===== src/rtl/pc_gen_pkg.sv =====
// rtl/pc_gen_pkg.sv - shared next-PC select codes and PC generator state encodings
package pc_gen_pkg;

    localparam int PC_SEL_WIDTH = 2;

    localparam logic [PC_SEL_WIDTH-1:0] PC_SEL_ADD4 = 2'd0;
    localparam logic [PC_SEL_WIDTH-1:0] PC_SEL_JAL  = 2'd1;
    localparam logic [PC_SEL_WIDTH-1:0] PC_SEL_JALR = 2'd2;
    localparam logic [PC_SEL_WIDTH-1:0] PC_SEL_NONE = 2'd3;

    typedef enum logic [2:0] {
        PC_GEN_ST_BOOT  = 3'd0,
        PC_GEN_ST_FETCH = 3'd1,
        PC_GEN_ST_EXEC  = 3'd2,
        PC_GEN_ST_TRAP  = 3'd3,
        PC_GEN_ST_HALT  = 3'd4
    } pc_gen_state_e;

endpackage


===== src/rtl/pc_gen_target.sv =====
// rtl/pc_gen_target.sv - combinational next-PC target select with alignment check
module pc_gen_target
    import pc_gen_pkg::*;
#(
    parameter int XLEN   = 32,
    parameter int IALIGN = 32
) (
    input  logic [XLEN-1:0]         pc,
    input  logic [XLEN-1:0]         rs1,
    input  logic [XLEN-1:0]         imm,
    input  logic [PC_SEL_WIDTH-1:0] pc_sel,
    input  logic                    taken,
    output logic [XLEN-1:0]         target,
    output logic                    misaligned,
    output logic                    is_halt
);

    logic [XLEN-1:0] pc_rel;
    logic [XLEN-1:0] jalr_raw;
    logic [XLEN-1:0] jalr_mask;

    assign pc_rel    = pc + imm;
    assign jalr_raw  = rs1 + imm;
    assign jalr_mask = {{(XLEN-1){1'b1}}, 1'b0};

    // A taken branch outranks whatever the decoder selected, NONE included.
    always_comb begin
        target  = pc + XLEN'(4);
        is_halt = 1'b0;
        if (taken) begin
            target = pc_rel;
        end else begin
            case (pc_sel)
                PC_SEL_JAL:  target = pc_rel;
                PC_SEL_JALR: target = jalr_raw & jalr_mask;
                PC_SEL_NONE: is_halt = 1'b1;
                default:     target = pc + XLEN'(4);
            endcase
        end
    end

    assign misaligned = (IALIGN == 16) ? target[0] : (target[1:0] != 2'b00);

endmodule


===== src/rtl/pc_gen.sv =====
// rtl/pc_gen.sv - PC register, fetch handshake and commit-driven FSM; PC_GEN_PERF_EN adds perf counters
module pc_gen
    import pc_gen_pkg::*;
#(
    parameter int              XLEN         = 32,
    parameter logic [XLEN-1:0] RESET_VECTOR = '0,
    parameter logic [XLEN-1:0] TRAP_VECTOR  = XLEN'(32'h0000_0100),
    parameter int              IALIGN       = 32
) (
    input  logic                    clk,
    input  logic                    rst_n,
    output logic                    fetch_valid,
    input  logic                    fetch_ready,
    output logic [XLEN-1:0]         fetch_pc,
    input  logic                    commit,
    input  logic [PC_SEL_WIDTH-1:0] pc_sel,
    input  logic                    taken,
    input  logic [XLEN-1:0]         rs1,
    input  logic [XLEN-1:0]         imm,
    input  logic                    stall,
    output logic [XLEN-1:0]         pc,
    output logic                    halted,
    output logic                    trap,
    output logic [XLEN-1:0]         trap_tval
`ifdef PC_GEN_PERF_EN
    ,
    output logic [31:0]             perf_redirects,
    output logic [31:0]             perf_stall_cycles
`endif
);

    pc_gen_state_e   state_q, state_d;
    logic [XLEN-1:0] pc_q, pc_d;
    logic [XLEN-1:0] tval_q, tval_d;

    logic [XLEN-1:0] target;
    logic            misaligned;
    logic            is_halt;
    logic            commit_go;

    pc_gen_target #(
        .XLEN   (XLEN),
        .IALIGN (IALIGN)
    ) u_target (
        .pc         (pc_q),
        .rs1        (rs1),
        .imm        (imm),
        .pc_sel     (pc_sel),
        .taken      (taken),
        .target     (target),
        .misaligned (misaligned),
        .is_halt    (is_halt)
    );

    assign commit_go = (state_q == PC_GEN_ST_EXEC) && commit && !stall;

    always_comb begin
        state_d = state_q;
        pc_d    = pc_q;
        tval_d  = tval_q;
        case (state_q)
            PC_GEN_ST_BOOT:  state_d = PC_GEN_ST_FETCH;
            PC_GEN_ST_FETCH: if (fetch_ready) state_d = PC_GEN_ST_EXEC;
            PC_GEN_ST_EXEC: begin
                if (commit_go) begin
                    if (is_halt) begin
                        state_d = PC_GEN_ST_HALT;
                    end else if (misaligned) begin
                        state_d = PC_GEN_ST_TRAP;
                        tval_d  = target;
                    end else begin
                        state_d = PC_GEN_ST_FETCH;
                        pc_d    = target;
                    end
                end
            end
            PC_GEN_ST_TRAP: begin
                state_d = PC_GEN_ST_FETCH;
                pc_d    = TRAP_VECTOR;
            end
            PC_GEN_ST_HALT:  state_d = PC_GEN_ST_HALT;
            default:         state_d = PC_GEN_ST_BOOT;
        endcase
    end

    always_ff @(posedge clk or negedge rst_n) begin
        if (!rst_n) begin
            state_q <= PC_GEN_ST_BOOT;
            pc_q    <= RESET_VECTOR;
            tval_q  <= '0;
        end else begin
            state_q <= state_d;
            pc_q    <= pc_d;
            tval_q  <= tval_d;
        end
    end

    assign fetch_valid = (state_q == PC_GEN_ST_FETCH);
    assign fetch_pc    = pc_q;
    assign pc          = pc_q;
    assign halted      = (state_q == PC_GEN_ST_HALT);
    assign trap        = (state_q == PC_GEN_ST_TRAP);
    assign trap_tval   = tval_q;

`ifdef PC_GEN_PERF_EN
    logic [31:0] redirects_q, redirects_d;
    logic [31:0] stalls_q, stalls_d;
    logic        redirect_ev;
    logic        stall_ev;

    assign redirect_ev = commit_go && !is_halt && !misaligned && (target != pc_q + XLEN'(4));
    assign stall_ev    = (state_q == PC_GEN_ST_EXEC) && commit && stall;

    always_comb begin
        redirects_d = redirects_q;
        stalls_d    = stalls_q;
        if (redirect_ev && (redirects_q != 32'hFFFF_FFFF)) redirects_d = redirects_q + 32'd1;
        if (stall_ev && (stalls_q != 32'hFFFF_FFFF))       stalls_d    = stalls_q + 32'd1;
    end

    always_ff @(posedge clk or negedge rst_n) begin
        if (!rst_n) begin
            redirects_q <= '0;
            stalls_q    <= '0;
        end else begin
            redirects_q <= redirects_d;
            stalls_q    <= stalls_d;
        end
    end

    assign perf_redirects    = redirects_q;
    assign perf_stall_cycles = stalls_q;
`endif

endmodule

===== config.mk =====
export PLATFORM = sky130hd
export DESIGN_NAME = pc_gen
export DESIGN_NICKNAME = d
export VERILOG_FILES = /design/src/rtl/pc_gen_pkg.sv /design/src/rtl/pc_gen_target.sv /design/src/rtl/pc_gen.sv
export SDC_FILE = /design/constraint.sdc
export NUM_CORES = 1
export LEC_CHECK = 0
export ABC_AREA = 1
export CELL_PAD_IN_SITES_DETAIL_PLACEMENT = 2
export CELL_PAD_IN_SITES_GLOBAL_PLACEMENT = 2
export CORE_MARGIN = 1.5
export CORE_UTILIZATION = 30
export DETAILED_ROUTE_END_ITERATION = 16
export GPL_TIMING_DRIVEN = 0
export PLACE_DENSITY = 0.85
export REMOVE_ABC_BUFFERS = 1
export SLEW_MARGIN = 20
export SYNTH_ARGS = -nofsm -noshare
export SYNTH_HDL_FRONTEND = slang
export SYNTH_HIERARCHICAL = 1
export SYNTH_SLANG_ARGS = --single-unit

===== constraint.sdc =====
create_clock -name clk -period 4.3 [get_ports clk]
set_input_delay 0.86 -clock clk [delete_from_list [all_inputs] [get_ports clk]]
set_output_delay 0.86 -clock clk [all_outputs]
set_load 0.03 [all_outputs]

# After elaboration in Yosys (flattened, before gate mapping)
# Index checks and enable logic that the tools add are counted.
# classes
add_sub_neg,3
n_eq_ne,11
mux,13
bitwise,1
reduce_logical,10
# op_table
op,count
2-to-1 mux 32 bit,4
one-hot mux 32 bit (2 select lines),2
adder 32 bit,2
adder 32 x 3 -> 32 bit (second input constant),1
one-hot mux 3 bit (4 select lines),1
2-to-1 mux 3 bit,3
AND reduction 4 bit,2
== test 3 x 2 -> 1 bit (second input constant),2
!= test 2 bit (second input constant),3
== test 2 bit (second input constant),2
nonzero test 2 bit,2
== test 3 x 1 -> 1 bit (second input constant),1
== test 3 bit (second input constant),1
logical NOT 3 bit,1
== test 2 x 1 -> 1 bit (second input constant),1
logical AND 1 bit,2
2-to-1 mux 1 bit,2
2-to-1 mux 2 bit,1
!= test 2 x 1 -> 1 bit (second input constant),1
AND reduction 2 bit,1
OR reduction 2 bit,1
logical NOT 1 bit,1
NOT 1 bit,1
# word_totals
ff_bits,67
output_inout_bits,99
wordCells,41

# Logic depth before layout (Yosys ltp)
# Gate-level depths: netlist (run 1).
# logic_depth
ltp_word,8
depth_mapped,18
mapped_depth_nobuf,18

# By module
# Netlist (run 1), hierarchy kept.
# modules_own_cells
mod,instances,cells_each,area_each_um2,seq_area_each_um2
pc_gen_target,1,1078,5380.2,0.0
pc_gen,1,354,3094.2,1676.6

# Worst setup path after synthesis (run 1)
# Ideal clock, no wire load.
# synth_timing
path_kind,input-to-reg
startpoint,in pc_sel[0]
endpoint,"reg tval_q[10], in the netlist trap_tval[10]"
setup_time_ns,0.066
t_arrival_ns,2.896
required_time_ns,4.234
path_slack_ns,1.338
cell_stages,16
n_path_buf,2
path_cell_list,inv_1 > ha_1 > buf_2 > inv_2 > nand2_1 > nor2_2 > inv_1 > nor2_1 > a221oi_1 > inv_1 > or2_1 > inv_1 > nor2_2 > clkbuf_1 > nand4_1 > nand2_1
# synth_between
elab_chain_len,5
elab_cells_between_ends,10
classes_between,3 x eq/ne; 4 x mux; 1 x bitwise; 2 x reduce/logical
# synth_lines
element,line,rtl
from (decl),pc_gen.sv:16,"input logic [PC_SEL_WIDTH-1:0] pc_sel,"
== test 2 bit or == test 2 x 1 -> 1 bit (tied branches),pc_gen_target.sv:33,case (pc_sel)
one-hot mux 32 bit (2 select lines) *,pc_gen_target.sv:33,
2-to-1 mux 32 bit *,pc_gen_target.sv:30,if (taken) begin
net target[1],pc_gen.sv:36,logic [XLEN-1:0] target;
nonzero test 2 bit *,pc_gen_target.sv:42,assign misaligned = (IALIGN == 16) ? target[0] : (target[1:0] != 2'b00);
net misaligned,pc_gen.sv:37,logic misaligned;
AND reduction 4 bit (no line) *,-,
to (signal assigned),pc_gen.sv:94,tval_q <= tval_d;
to (decl),pc_gen.sv:34,"logic [XLEN-1:0] tval_q, tval_d;"
# The timed path passes the listed nets; every way through them passes the cells marked *.
# A chain may end at the register's enable or synchronous reset.

# Worst setup path after layout (run 1)
# layout_timing
startpoint,in pc_sel[0]
endpoint,"reg pc_q[16], in the netlist fetch_pc[16]"
# layout_between
elab_cells_between_ends,15
classes_between,5 x eq/ne; 8 x mux; 2 x reduce/logical
# layout_rtl
element,line,rtl
== test 2 bit or == test 2 x 1 -> 1 bit (tied branches),pc_gen_target.sv:33,
one-hot mux 32 bit (2 select lines) *,pc_gen_target.sv:33,
2-to-1 mux 32 bit *,pc_gen_target.sv:30,
net target[1],pc_gen.sv:36,
nonzero test 2 bit *,pc_gen_target.sv:42,
net misaligned,pc_gen.sv:37,
!= test 2 bit (no line) *,-,
AND reduction 4 bit (no line) *,-,
to (signal assigned),pc_gen.sv:93,pc_q <= pc_d;
to (decl),pc_gen.sv:33,"logic [XLEN-1:0] pc_q, pc_d;"
# The timed path passes the listed nets; every way through them passes the cells marked *. The select of a mux whose other input is x is not followed.

==> impl_results.md, run 1 <==
- Status: finished, final reports clean
- Initial DRC count: between 600 and 700
- Final antenna-violating net count: 0
- Reg clk slew, reported paths: approximately 0.060 ns
- Die width: 171 um
- Final Max Slew Viols: 0
- Sequential fraction of the synthesis area: between 10% and 20%
- Clock Tree Root: clkbuf_16
- Layout Utilization: about 39%
- Drt pass-1 iters: 5
- Vias in the first global route: 11094
- Clock Skews: between 0.01 and 0.015 ns
- Unrepaired setup endpoints after global routing: no
- Max-Cap Viols: 0
- Number of buffers added on ports: 170
- Core region area: about 28000 sq um
- Vias: around 10000
- CTS Hold Bufs: 0
- Area taken by multi-input logic gates: a little under 6000 sq um
- Cells after Synth: approximately 1400
- Number of synthesized register bits: 67
- Ys async rst share: 100%
- Netlist cell types: 44
- Peak supply drop: a little over 0.3 mV
- Post-DP Area: 10300 sq um
- Register Area: ~1700 sq um
- GRT Residual Overflow: 0
- CP Capture Type: flip-flop
- Reg2reg start: fetch_pc[0]
- Post-placement cell count: 1918
- Routed len/inst: 21.0 um
- Fraction of layout cells with a size suffix above 1: approximately 4.6%
- Synth Area per Inst: 5.92 sq um
- Initial core utilization: 30.5%
- CTS tree: built
- Dominant cells by area after synthesis: nand2_1 (23%), dfrtp_1 (20%), ha_1 (9.6%)
- Crit path launch type: input port
- Total GRT Usage: ~28%
- Yosys top cell area share: 22.9%
- Via/cell ratio: 5.38
- CTS buffer count: 9
- Share of the clock period used by the worst path: between 90 and 100%
- Slew HR: between 30% and 40%
- PnR worst setup slack: 0.257 ns
- Synth cell count leaders: nand2_1 (517), inv_1 (152), nand3_1 (121)
- Pin count of the biggest net entering global routing: between 50 and 60
- Required @ worst endpoint: between 4 and 5 ns
- Slowest-stage cell, CP: clkdlybuf4s50_1
- Static leakage: 5.32 nW
- Number of fillers in the final layout: 3486
- Die Y-Extent: 171 um
- Max H-tree Level: 3
- Worst Tran Pin Value: between 1 and 1.5 ns
- Layout Nets: 1704
- Pre-CTS setup slack: -1.48 ns
- Top FF cell, synth: dfrtp_1
- Synthesis-to-finish area growth: 27.1%
- Hold Vio Cnt, Final: 0
- Yosys warns: 6
- Number of flops mapped to enable cells by yosys: 0
- Crit-path max cell delay: ~0.53 ns
- Syn Std Cell Area: 8470 sq um
- Worst setup path startpoint: pc_sel[0]
- Worst path arrival time: 4.27 ns
- Final Cell Area: roughly 11000 sq um
- Cell taking the most area after synthesis: nand2_1
- Critical path class: input port to flip-flop
- DIE AREA: 29300 sq um
- Final wirelength: roughly 40000 um
- Placer Congestion: around 0.87
- Num rows: 61
- Tmin final: just over 4 ns
- Hold crit path type: input port to async pin
- P per Cell Area: ~380 nW/um^2
- HPWL after DPL: 32800 um
- Max Clk Rate: about 250 MHz
- Initial antenna violation count: 0
- DRC: 0
- Critical path cell sequence: clkdlybuf4s50_1 -> inv_1 -> ha_4 -> inv_2 -> nand2_1 -> nor2_4 -> inv_1 -> nor2_1 -> a221oi_1 -> inv_1 -> or2_1 -> nor2_1 -> nand2_1 -> clkinvlp_4 -> nand4_1 -> nand2_1
- Fin Setup TNS: 0 ns
- Final setup vio count: 0
- Io pins: around 170
- Clk_lat worst skew: about 0.35 ns
- Cell Count, Final, Fillers Out: 1948
- Top-count cell post-synth: nand2_1
- First-pass GRT wire length: between 60000 and 70000 um
- Clock tree buffer depth: 2
- CTS Sinks: 67
- Diodes inserted: 0
- Crit Path Max Fanout: 15
state kept, by name, summed over array words and instances (netlist names):
signal / cells
fetch_pc: 32
trap_tval: 32
state_q: 3
what timing repair did:
action                     4_1_cts  5_1_grt
buffers inserted                 1       10
cloned                           1        2
pin swaps                        1        3
setup endpoints to repair       65       65
gates resized for setup          8        6
area by class of cell:
| cell class | count | share of cell area, % |
|---|---|---|
| Timing Repair Buffer | 183 | 17.1 |
| Clock inverter | 7 | 0.558 |
| Timing Repair inverter | 1 | 0.0697 |
| Tap cell | 378 | 4.39 |
| Sequential cell | 67 | 15.6 |
| Inverter | 157 | 5.53 |
| Clock buffer | 9 | 2.09 |
| Multi-Input combinational cell | 1146 | 54.7 |
logic make-up (layout without fill, tap and decap cells):
family / after synthesis / after routing / share of synthesized area (%)
buf+inv: 221 / 357 / 11.6
xor+xnor: 15 / 15 / 1.55
simple gates: 896 / 898 / 46.5
flops: 67 / 67 / 19.8
fa+ha+maj: 67 / 67 / 10.1
compound gates: 166 / 166 / 10.6
critical path: cells and delay by family:
| family | cells | cell delay (ns) |
|---|---|---|
| compound gates | 1 | 0.05 |
| fa+ha+maj | 1 | 0.27 |
| buf+inv | 6 | 1.52 |
| simple gates | 8 | 1.55 |
routing by layer:
layer	GRT usage, %	vias to the layer above	wire [um]
li1	-	4947	-
met1	34.5	5193	17800
met2	49.6	277	20100
met3	2.34	71	1400
met4	10.1	0	1560
met5	0	-	0
placed cells by master (no fill, tap or decap), drive strengths merged, types with 24 or more instances in the layout:
| cell type | n |
|---|---|
| a21oi | 81 |
| clkdlybuf4s50 | 169 |
| dfrtp | 67 |
| ha | 65 |
| inv | 159 |
| nand2 | 522 |
| nand3 | 123 |
| nand4 | 70 |
| nor2 | 125 |
| nor3 | 24 |
| o21ai | 59 |
where the power goes:
| group | leakage [nW] | total (W) | switching [W] | internal (W) |
|---|---|---|---|---|
| sequential | 0.903 | 0.000978 | 0.000196 | 0.000781 |
| combinational | 4.28 | 0.00237 | 0.00158 | 0.000791 |
| clock | 0.131 | 0.000742 | 0.000340 | 0.000401 |
| total | 5.32 | 0.00409 | 0.00212 | 0.00197 |
path summary, 6_finish.rpt:
check / endpoint / slack (ns) / depth (start not counted)
setup reg to reg: fetch_pc[25] / 1.37 / 11
max in group asynchronous: fetch_pc[12] / 3.38 / 2
setup / recovery: fetch_pc[16] / 0.26 / 16
hold reg to reg: trap_tval[28] / 0.47 / 2
min in group clk: trap_tval[28] / 0.47 / 2
hold / removal: trap_tval[30] / 0.36 / 1
stage by stage:
step                      hold slack [ns]  power (W)
after global routing                0.368    0.00434
after global placement              0.455    0.00316
after CTS                           0.364    0.00406
after floorplan                     0.564    0.00227
final                               0.365    0.00409
after detailed placement            0.465    0.00327
(Power assumes the default switching activity.)
==> run 2, diff against run 1 <==
--- a/config.mk
+++ b/config.mk
@@ -9,8 +9,9 @@
 export CELL_PAD_IN_SITES_DETAIL_PLACEMENT = 2
 export CELL_PAD_IN_SITES_GLOBAL_PLACEMENT = 2
 export CORE_MARGIN = 1.5
-export CORE_UTILIZATION = 30
+export CORE_UTILIZATION = 37
 export DETAILED_ROUTE_END_ITERATION = 16
+export DONT_BUFFER_PORTS = 1
 export GPL_TIMING_DRIVEN = 0
 export PLACE_DENSITY = 0.85
 export REMOVE_ABC_BUFFERS = 1
==> run 2 against run 1 <==
  * Core utilization increased by 0.36 points
  * Routed wire length decreased by 11%
  * Combinational power decreased by 39%
  * Design area decreased by 18%
  * Cell count decreased by 14%
  * Clock-buffer cell count increased by 3
  * Worst hold slack got worse by 0.14 ns
  * First-iteration DRC count decreased by 31%
  * Critical path type unchanged
  * Largest cell class unchanged
  * Highest routed layer unchanged
==> impl_results.md, run 2 (synthesis results as in run 1) <==
- Status: finished, final reports clean
- Core region area: 22600 sq um (-19%)
- Synthesis-to-finish area growth: 4.19%
- Critical path class: input port to flip-flop
- P per Cell Area: 402 nW/um^2 (+5.9%)
- Post-DP Area: 8450 sq um (-18%)
- Vias: 9628 (-8.2%)
- CP top delay family: simple AND/OR/NAND/NOR gates
- Diodes inserted: 0 (unchanged)
- Num rows: 55 (-9.8%)
- Number of buffers added on ports: 0 (-100%)
- R2R Setup Slk: 0.82 ns (-0.55 ns)
- Hold crit path type: input port to async pin
- Initial antenna violation count: 0 (unchanged)
- Tmin final: 3.93 ns (-0.108 ns)
- Slew HR: 30.9% (-2.2 points)
- Die Y-Extent: 154 um (-9.8%)
- Io pins: 171 (unchanged)
- Share of the clock period used by the worst path: 91.5% (-2.5 points)
- CTS Sinks: 67 (unchanged)
- CTS tree: built
- CP Capture Type: flip-flop
- Final antenna-violating net count: 0 (unchanged)
- Hold Vio Cnt, Final: 0 (unchanged)
- Final setup vio count: 0 (unchanged)
- Clock tree buffer depth: 2 (unchanged)
- Via/cell ratio: 5.75 (+6.8%)
- DRC: 0 (unchanged)
- DIE AREA: 23800 sq um (-19%)
- Final Max Slew Viols: 0 (unchanged)
- CP bufs+invs: 5 (-1)
- Final Cell Area: 8830 sq um (-18%)
- Slowest-stage cell, CP: nor2_4
- Die width: 154 um (-9.8%)
- Peak supply drop: 0.320 mV (+5.6%)
- Static leakage: 4.65 nW (-13%)
- Crit Path Max Fanout: 32 (+17)
- Placer Congestion: 0.930 (+7.2%)
- Routed len/inst: 21.8 um (+3.8%)
- Critical path cell sequence: inv_1 -> ha_2 -> inv_2 -> nand2_1 -> nor2_4 -> inv_1 -> nor2_1 -> a221oi_1 -> inv_1 -> or2_1 -> inv_1 -> nor2_4 -> nand3_4 -> nand2_1 -> nand2_1
- Most used cell, CP: inv_1
- First-pass GRT wire length: 57300 um (-7.5%)
- Reg clk slew, reported paths: 0.06 ns (about the same)
- Final wirelength: 36500 um (-11%)
- Reg2reg start: fetch_pc[0]
- Max H-tree Level: 3 (unchanged)
- Vias in the first global route: 10517 (-5.2%)
- Max-Cap Viols: 0 (unchanged)
- Worst path arrival time: 4.15 ns (-0.12 ns)
- HPWL after DPL: 29900 um (-8.8%)
- CTS buffer count: 9 (unchanged)
- Initial DRC count: 432 (-31%)
- Clock Skews: 0.0124 ns (-0.000832 ns)
- Post-placement cell count: 1653 (-14%)
- Clk_lat worst skew: 0.33 ns (-0.02 ns)
- Initial core utilization: 37.5% (+7.0 points)
- Crit path launch type: input port
- Fraction of layout cells with a size suffix above 1: 4.17% (-0.41 points)
- GRT Residual Overflow: 0 (unchanged)
- Required @ worst endpoint: 4.51 ns (-0.02 ns)
- Reg-to-reg endpoint: fetch_pc[8]
- Reg2Reg Depth: 11 (unchanged)
- Most frequent cells in the layout: nand2_1 (516), inv_1 (151), nand3_1 (121)
- Unrepaired setup endpoints after global routing: no
- Drt pass-1 iters: 5 (unchanged)
- Max Clk Rate: 254 MHz (+2.7%)
- CTS Hold Bufs: 0 (unchanged)
- Pin count of the biggest net entering global routing: 68 (+21%)
- Crit-path max cell delay: 0.44 ns (-0.09 ns)
- Layout Nets: 1524 (-11%)
- Cell Count, Final, Fillers Out: 1675 (-14%)
- Total GRT Usage: 31.0% (+3.2 points)
- Clock Tree Root: clkbuf_16
- Worst Tran Pin Value: 1.03 ns (+0.0274 ns)
- Most common cell after layout, fill and taps aside: nand2_1
-- run 2: cell count changes in the layout (fill, tap and decap cells not counted), sizes merged, moves of 2 or more --
cell | before | now
clkdlybuf4s50 | 169 | 0
buf | 14 | 5
clkbuf | 9 | 12
inv | 159 | 155
clkinvlp | 5 | 3
-- run 2: layer usage --
layer | share of wire, % | GRT usage (%) | wire [um]
met1 | 41 | 36.0 | 15000
met3 | 5.7 | 5.94 | 2090
met4 | 3.9 | 11.2 | 1430
met5 | 0 | 0 | 0
met2 | 49 | 56.4 | 18000
-- run 2: cell type report --
type,instances,area (sq um)
Tap cell,285,357
Timing Repair Buffer,5,45.0
Clock buffer,12,246
Clock inverter,4,50.0
Fill cell,2938,13700
Inverter,157,593
Sequential cell,67,1680
Multi-Input combinational cell,1145,5860
-- run 2: where the power goes --
group | internal [W] | leakage [nW] | total (W) | switching, W
clock | 0.000464 | 0.139 | 0.000743 | 0.000279
combinational | 0.000405 | 3.60 | 0.00145 | 0.00105
sequential | 0.000775 | 0.903 | 0.00136 | 0.000581
total | 0.00164 | 4.65 | 0.00355 | 0.00191
-- run 2: what timing repair did --
action	4_1_cts	5_1_grt
cloned	1	0
setup endpoints to repair	64	54
buffers inserted	0	4
pin swaps	1	1
resized for setup	5	2
-- run 2: worst max path at each step --
stage	from	endpoint	depth (start not counted)
4_1_cts	pc_sel[0]	fetch_pc[8]	16
6_report	pc_sel[0]	trap_tval[9]	15
5_1_grt	pc_sel[0]	trap_tval[27]	15
3_5_place_dp	pc_sel[0]	fetch_pc[29]	16
3_3_place_gp	pc_sel[0]	trap_tval[27]	15
2_1_floorplan	pc_sel[0]	trap_tval[0]	15
-- run 2: stage by stage --
| step | hold slack [ns] | utilization (%) | total power, W | setup TNS [ns] | setup slack (ns) |
|---|---|---|---|---|---|
| finish | 0.225 | 39.1 | 0.00355 | 0 | 0.365 |
| global route | 0.214 | 39.1 | 0.00378 | 0 | 0.138 |
| CTS | 0.214 | 38.9 | 0.00353 | 0 | 0.0834 |
| detailed placement | 0.566 | 37.4 | 0.00275 | -51.81 | -0.871 |
| global placement | 0.567 | 37.4 | 0.00267 | -58.01 | -1.18 |
| floorplan | 0.564 | - | 0.00227 | 0 | 0.451 |
==> run 3, diff against run 2 <==
--- a/config.mk
+++ b/config.mk
@@ -8,7 +8,7 @@
 export ABC_AREA = 1
 export CELL_PAD_IN_SITES_DETAIL_PLACEMENT = 2
 export CELL_PAD_IN_SITES_GLOBAL_PLACEMENT = 2
-export CORE_MARGIN = 1.5
+export CORE_MARGIN = 2
 export CORE_UTILIZATION = 37
 export DETAILED_ROUTE_END_ITERATION = 16
 export DONT_BUFFER_PORTS = 1
==> run 3 against run 2 <==
  * Register-to-register slack improved by 0.10 ns
  * Die area increased by 1.3%
  * Critical path depth unchanged
  * Core utilization decreased by 0.055 points
  * Combinational power about the same
  * Worst hold slack got worse by 0.0029 ns
  * Setup slack got worse by 0.056 ns
  * Sequential power about the same
  * Sequential share of layout area about the same
  * Critical endpoint is now fetch_pc[12]
  * Routed wire length about the same
==> impl_results.md, run 3 (synthesis results as in run 1) <==
- Diodes inserted: 0 (unchanged)
- Final wirelength: 36500 um (about the same)
- Crit-path max cell delay: 0.54 ns (+0.10 ns)
- CP top delay family: simple AND/OR/NAND/NOR gates
- Clock tree buffer depth: 2 (unchanged)
- DIE AREA: 24100 sq um (+1.3%)
- Share of the clock period used by the worst path: 92.8% (+1.3 points)
- Crit path launch type: input port
- Net Sw Frac: 52.9% (-0.84 points)
- Synthesis-to-finish area growth: 4.05%
- Initial core utilization: 37.5% (unchanged)
- CP Capture Type: flip-flop
- Initial antenna violation count: 0 (unchanged)
- Vias: 9672 (+0.46%)
- Placer Congestion: 0.927 (-0.34%)
- Final antenna-violating net count: 0 (unchanged)
- Final Max Slew Viols: 0 (unchanged)
- Post-DP Area: 8450 sq um (unchanged)
- Layout Utilization: 39.1% (-0.055 points)
- Max H-tree Level: 3 (unchanged)
- DRC: 0 (unchanged)
- Layout Nets: 1520 (-0.26%)
- HPWL after DPL: 29800 um (-0.44%)
- Final setup vio count: 0 (unchanged)
- Peak supply drop: 0.298 mV (-7.0%)
- CP bufs+invs: 6 (+1)
- Total GRT Usage: 30.7% (-0.29 points)
- Die width: 155 um (+0.65%)
- Status: finished, final reports clean
- Number of fillers in the final layout: 2876 (-2.1%)
- Total chip power: 0.00358 W (+0.77%)
- CTS tree: built
- Core region area: 22600 sq um (unchanged)
- Postcts setup bufs: 0 (unchanged)
- Post-placement cell count: 1653 (unchanged)
- Clock Tree Root: clkbuf_16
- GRT Residual Overflow: 0 (unchanged)
- Max-Cap Viols: 0 (unchanged)
- Number of buffers added on ports: 0 (unchanged)
- Most common cell after layout, fill and taps aside: nand2_1
- Clock Skews: 0.00748 ns (-0.00497 ns)
- CTS Hold Bufs: 0 (unchanged)
- Crit Path Max Fanout: 31 (-3.1%)
- Clock share of power: 21.8% (+0.9 points)
- Max Clk Rate: 251 MHz (-1.4%)
- Worst path arrival time: 4.26 ns (+0.11 ns)
- Num rows: 55 (unchanged)
- Io pins: 171 (unchanged)
- Worst Tran Pin Value: 1.03 ns (+0.00178 ns)
- Slowest-stage cell, CP: ha_2
- Vias in the first global route: 10378 (-1.3%)
- Initial DRC count: 413 (-4.4%)
- Clk_lat worst skew: 0.34 ns (about the same)
- Routed len/inst: 21.9 um (+0.22%)
- CTS Sinks: 67 (unchanged)
- P per Cell Area: 406 nW/um^2 (+0.91%)
- CTS buffer count: 9 (unchanged)
- Required @ worst endpoint: 4.57 ns (+0.06 ns)
- Critical path cell sequence: inv_1 -> ha_2 -> inv_2 -> nand2_1 -> inv_1 -> nor2_4 -> inv_2 -> a221oi_1 -> inv_1 -> or2_1 -> nor2_1 -> nand2_1 -> clkinvlp_4 -> nand4_1 -> nand2_1
- Reg clk slew, reported paths: 0.06 ns (about the same)
- Fin Setup TNS: 0 ns (unchanged)
- Fraction of layout cells with a size suffix above 1: 3.90% (-0.27 points)
- Drt pass-1 iters: 5 (unchanged)
- First-pass GRT wire length: 57800 um (+0.99%)
- Logic pwr share: 40.5% (-0.4 points)
- Slew HR: 30.8% (-0.12 points)
- Tmin final: 3.99 ns (+0.0562 ns)
- Cell Count, Final, Fillers Out: 1670 (-0.30%)
- Static leakage: 4.64 nW (about the same)
- Most frequent cells in the layout: nand2_1 (516), inv_1 (151), nand3_1 (121)
- Hold crit path type: input port to async pin
- Die Y-Extent: 155 um (+0.65%)
- Int Pwr: 0.00169 W (+2.6%)
- Final Cell Area: 8820 sq um (-0.14%)
- Flop pwr share: 37.7% (-0.5 points)
- Pin count of the biggest net entering global routing: 68 (unchanged)
- Critical path class: input port to flip-flop
- Sw power: 0.00189 W (-0.80%)
- Hold Vio Cnt, Final: 0 (unchanged)
- Unrepaired setup endpoints after global routing: no
- Via/cell ratio: 5.79 (+0.76%)
==> run 3: cell count changes in the layout (fill, tap and decap cells not counted) <==
cell / previous run / this run
buf_4: 4 / 0
clkbuf_8: 1 / 4
clkinvlp_4: 3 / 1
clkbuf_1: 2 / 1
clkinv_2: 1 / 0
==> run 3: layout make-up <==
class / instances / area (sq um) / area share (%)
sequential: 67 / 1680 / 19.0
inverter: 157 / 593 / 6.73
multi-input combinational: 1145 / 5860 / 66.5
tap: 285 / 357 / 4.04
clock inverter: 1 / 30.0 / 0.341
timing repair buffer: 1 / 15.0 / 0.170
clock buffer: 14 / 284 / 3.22
==> run 3: per-layer routing <==
layer  track usage [%]  up-vias  share of wire [%]
met4              10.3        0                3.4
met1              37.1     4762                 41
met3              6.24       65                5.7
met5                 0        -                  0
met2              54.2      258                 50
li1                  -     4587                  -
==> run 3: final timing paths <==
check                               from            end  slack, ns  cells past startpoint
max in group asynchronous          rst_n    fetch_pc[2]       3.95                      0
hold / removal                     rst_n  trap_tval[23]       0.22                      0
setup / recovery               pc_sel[0]   fetch_pc[12]       0.31                     15
setup reg to reg             fetch_pc[0]   fetch_pc[12]       0.92                     10
min in group clk           trap_tval[27]  trap_tval[27]       0.68                      2
hold reg to reg            trap_tval[27]  trap_tval[27]       0.68                      2
==> run 3: metrics by stage <==
step / worst slack, ns / hold WS, ns
6_report: 0.309 / 0.222
5_1_grt: 0.0505 / 0.206
4_1_cts: 0.0152 / 0.208
3_5_place_dp: -0.801 / 0.567
3_3_place_gp: -1.12 / 0.567
2_1_floorplan: 0.451 / 0.564
==> run 3: power by group through the flow <==
stage               clock network [W]  registers, W  logic [W]
finish                       0.000779       0.00135    0.00145
detailed placement                  0       0.00136    0.00138
floorplan                           0       0.00128   0.000981
global placement                    0       0.00136    0.00131
global route                 0.000817       0.00138    0.00163
CTS                          0.000793       0.00136    0.00142
==> run 3: repair_timing <==
action / in CTS / in global routing
cloned: 1 / 0
pin swaps: 1 / 0
endpoints found under the setup margin: 64 / 64
resized for setup: 4 / 3
